<file path="config.mk">
export PLATFORM = sky130hd
export DESIGN_NAME = ret_unstack_fsm
export DESIGN_NICKNAME = d
export VERILOG_FILES = /design/src/rtl/ret_unstack_fsm.sv
export SDC_FILE = /design/constraint.sdc
export NUM_CORES = 1
export LEC_CHECK = 0
export ABC_AREA = 1
export BUFFER_PORTS_ARGS = -buffer_cell sky130_fd_sc_hd__buf_2
export CAP_MARGIN = 0
export CORE_UTILIZATION = 47
export DETAILED_ROUTE_END_ITERATION = 8
export PLACE_DENSITY = 0.89
export SLEW_MARGIN = 20
export SYNTH_ARGS = -nofsm -noshare
export SYNTH_HDL_FRONTEND = slang
export SYNTH_SLANG_ARGS = --single-unit
</file>
<file path="constraint.sdc">
create_clock -name clk -period 1.6 [get_ports clk]
set_clock_uncertainty 0.1 [all_clocks]
set_input_delay 0.32 -clock clk [delete_from_list [all_inputs] [get_ports clk]]
set_output_delay 0.32 -clock clk [all_outputs]
set_load 0.01 [all_outputs]
</file>
<file path="src/rtl/ret_unstack_fsm.sv">
// Return unstack sequencer: pops the saved PC (and the flags for RTI) from the
// data stack as 16-bit words and redirects Fetch to the rebuilt return address.
module ret_unstack_fsm #(
   parameter int DATA_WIDTH = 16,
   parameter int PC_WIDTH   = 32,
   parameter int FLAG_WIDTH = 3
) (
   input  logic                  clk,
   input  logic                  reset,
   input  logic                  start,
   input  logic                  is_rti,
   input  logic [DATA_WIDTH-1:0] mem_rdata,
   output logic                  pop_req,
   output logic                  busy,
   output logic [PC_WIDTH-1:0]   pc_out,
   output logic [FLAG_WIDTH-1:0] flags_out,
   output logic                  redirect,
   output logic                  flags_valid
);

   typedef enum logic [2:0] {
      IDLE      = 3'd0,
      POP_FLAGS = 3'd1,
      POP_HI    = 3'd2,
      POP_LO    = 3'd3,
      WAIT_LO   = 3'd4,
      DONE      = 3'd5
   } state_t;

   state_t                state_r;
   state_t                stateNext_s;
   logic                  isRti_r;
   logic                  popReq_r;
   logic                  busy_r;
   logic                  redirect_r;
   logic                  flagsValid_r;
   logic [PC_WIDTH-1:0]   pc_r;
   logic [FLAG_WIDTH-1:0] flags_r;

   function automatic logic isPopState(input state_t s);
      logic result;
      case (s)
         POP_FLAGS, POP_HI, POP_LO: result = 1'b1;
         default:                   result = 1'b0;
      endcase
      return result;
   endfunction

   // Next-state selection; start is only looked at in IDLE.
   always_comb begin
      stateNext_s = state_r;
      case (state_r)
         IDLE: begin
            if (start) begin
               stateNext_s = is_rti ? POP_FLAGS : POP_HI;
            end else begin
               stateNext_s = IDLE;
            end
         end
         POP_FLAGS: stateNext_s = POP_HI;
         POP_HI:    stateNext_s = POP_LO;
         POP_LO:    stateNext_s = WAIT_LO;
         WAIT_LO:   stateNext_s = DONE;
         DONE:      stateNext_s = IDLE;
         default:   stateNext_s = IDLE;
      endcase
   end

   // State register and strobes, decoded from the next state so every output is a flop.
   always_ff @(posedge clk) begin
      if (reset) begin
         state_r      <= IDLE;
         isRti_r      <= 1'b0;
         popReq_r     <= 1'b0;
         busy_r       <= 1'b0;
         redirect_r   <= 1'b0;
         flagsValid_r <= 1'b0;
      end else begin
         state_r      <= stateNext_s;
         popReq_r     <= isPopState(stateNext_s);
         busy_r       <= (stateNext_s != IDLE);
         redirect_r   <= (stateNext_s == DONE);
         flagsValid_r <= (stateNext_s == DONE) && isRti_r;
         if ((state_r == IDLE) && start) begin
            isRti_r <= is_rti;
         end else begin
            isRti_r <= isRti_r;
         end
      end
   end

   // Word-by-word capture of read data; each word arrives the cycle after its pop.
   always_ff @(posedge clk) begin
      if (reset) begin
         pc_r    <= {PC_WIDTH{1'b0}};
         flags_r <= {FLAG_WIDTH{1'b0}};
      end else begin
         case (state_r)
            POP_HI: begin
               if (isRti_r) begin
                  flags_r <= mem_rdata[FLAG_WIDTH-1:0];
               end else begin
                  flags_r <= flags_r;
               end
            end
            POP_LO:  pc_r[PC_WIDTH-1:DATA_WIDTH] <= mem_rdata;
            WAIT_LO: pc_r[DATA_WIDTH-1:0]        <= mem_rdata;
            default: begin
               pc_r    <= pc_r;
               flags_r <= flags_r;
            end
         endcase
      end
   end

   assign pop_req     = popReq_r;
   assign busy        = busy_r;
   assign redirect    = redirect_r;
   assign flags_valid = flagsValid_r;
   assign pc_out      = pc_r;
   assign flags_out   = flags_r;

endmodule
</file>
==> results.toml <==
[run_status]
status = "finished clean"

[worst_setup_path]
crit_slowest_cell = "dfxtp_1"
cp_max_fo = 18
cpMostUsedCell = "nor2_1"
path_buf_inv = 2
crit_chain = "nor2_4, inv_2, nor2_8, inv_4, nor2_1, nor2_1"
critical_path_required_ps = 1760
criticalPathCategory = "reg2reg"
critPathTopFamily = "simple AND/OR/NAND/NOR gates"
worst_setup_path_start_kind = "flip-flop"
cp.arrival_ps = 1520
critical_path.endpoint_type = "flip-flop"
slowest_delay_ps = 370

[sta]
fin_tns_setup_ps = 0
tightest_slew_ps = 310.0
fin_crit_ps = 1363
finalCritPeriodShare_pct = 85.21
setup_viol = 0
fmax_mhz = 733.5
hold_violations = 0
rsz0062_at_grt = "no"
maxSlewHeadroom_pct = 79.30
drv_slew = 0

[hold_path]
min_path_type = "in2reg"

[final_layout]
fill_cells = 286
regArea_um2 = 860.8
layout_commonest_cell = "nor2_1"
nets = 276
area_growth_pct = 26.37
mostFrequentLayoutCells = "nor2_1, buf_2, dfxtp_1, o21ai_0, nand2_1"
drive_above_1_share_pct = 30.35
multi_input_area_um2 = 589.3
fin_cells = 301
diodes = 0

[cts]
clkSinkCount = 43
path_clk_slew_ps = 130
htree_levels = 2
clock_latency_ps = 340
cts_buffers = 5
hold_buffers = 0
cts_root_buf = "clkbuf_4"
postCtsResizedCells = 0
cts.path.max_buffers = 2
cts_tree = "yes"
post_cts_buffers = 0

[drt]
num_vias = 1404
wirelength_mm = 3.497
drt_iter0_markers = 49
viasPerCell = 4.664
routedWlPerCell_um = 11.62
antenna_left = 0
drcViolationCount = 0
drt_first_pass_iters = 4

[synthesis]
synth_compound_gate_area_share_pct = 11.94
synthMuxAreaShare_pct = 0
synthSimpleGateAreaFrac_pct = 26.05
synthXorXnorAreaFrac_pct = 0
syn-num-nets = 216
seq_area_frac_synth_pct = 55.48
synth_top_family_by_area = "simple AND/OR/NAND/NOR gates"
syn_inst = 196
synthAdderAreaFrac_pct = 0
yosysUniqueCellTypes = 17
syn_avg_cell_area_um2 = 7.916
synth-seq-cells = 43
ys_warn_count = 0
syn_area_mm2 = 0.001551

[placement]
gp_congestion = 0.8257
port_buffers = 58
dpl.hpwl_mm = 2.451
dp.cells = 293

[global_routing]
antenna_found_initial = 0
grt_pass1_vias = 1244
grt_max_degree = 33
grt_pass1_wl_mm = 5.464
grtUsageTotal_pct = 21.06
overflow = 0

[floorplanning]
dieArea_mm2 = 0.003535
ioPinCount = 59
start_util_pct = 50.00
coreArea_mm2 = 0.003103
die_w_um = 59.46
die_h_um = 59.46
fp-row-count = 20

[power]
ir_worst_vdd_mv = 0.6774
power_leakage_uw = 0.001076
p_per_area_mw_per_mm2 = 1125

[flow_run]
drv_cap = 0
flip-flops by register name, summed over array words and instances (netlist names):
register / flops
flags_out: 3
redirect: 1
flags_valid: 1
pc_out: 32
busy: 1
pop_req: 1
state_r: 3
isRti_r: 1
metrics by stage:
step | hold slack, ps | power [uW] | instance area, um2 | util (%) | worst slack (ps)
2_1_floorplan | 291.5 | 1392 | 1551 | - | 388.9
3_3_place_gp | 357.6 | 1508 | 1874 | 60.40 | 309.6
3_5_place_dp | 360.4 | 1518 | 1874 | 60.40 | 257.4
4_1_cts | 81.23 | 2208 | 1961 | 63.19 | 249.3
5_1_grt | 81.19 | 2309 | 1961 | 63.19 | 141.7
6_report | 78.07 | 2206 | 1961 | 63.19 | 236.7
worst paths after layout:
check	from	end	slack [ps]	depth (start not counted)
setup / recovery	state_r[0]$_SDFF_PP0_	pc_out[9]$_SDFFE_PP0N_	240	6
setup reg to reg	state_r[0]$_SDFF_PP0_	pc_out[9]$_SDFFE_PP0N_	240	6
hold reg to reg	isRti_r$_SDFFE_PP0P_	flags_valid$_SDFF_PP0_	390	2
hold / removal	reset	flags_valid$_SDFF_PP0_	80	2
cells in the mapped netlist (all sizes together):
library cell,count,area share (%)
nand2,11,2.8
o21ai,35,11
buf,4,2.5
nor2,81,22
inv,13,3.3
a21oi,2,0.65
nand3,4,1.3
dfxtp,43,55
clkbuf,3,0.73
per-layer routing:
layer  share of wire [%]  wire [um]  global-route usage, %
met5                   0          0                      0
met4                 1.7         61                  7.483
met3                 3.3        116                  5.895
met2                  50       1744                  35.96
met1                  45       1575                  25.17
power by group:
part           switching, uW  internal, uW
combinational            193           119
clock                    340           369
sequential              40.6          1140
total                    573          1630
area by class of cell:
class | instances | area share [%]
Timing Repair Buffer | 60 | 16.21
Clock buffer | 6 | 2.616
Inverter | 13 | 2.616
Sequential cell | 43 | 43.91
Multi-Input combinational cell | 133 | 30.06
Tap cell | 44 | 2.808
Clock inverter | 2 | 1.787
cell families after synthesis:
logic type / count (synthesis)
buffers and inverters: 20
and+or+nand+nor: 96
DFF: 43
AOI/OAI and AO/OA: 37
Note: power is estimated with default switching activity, not from simulation.
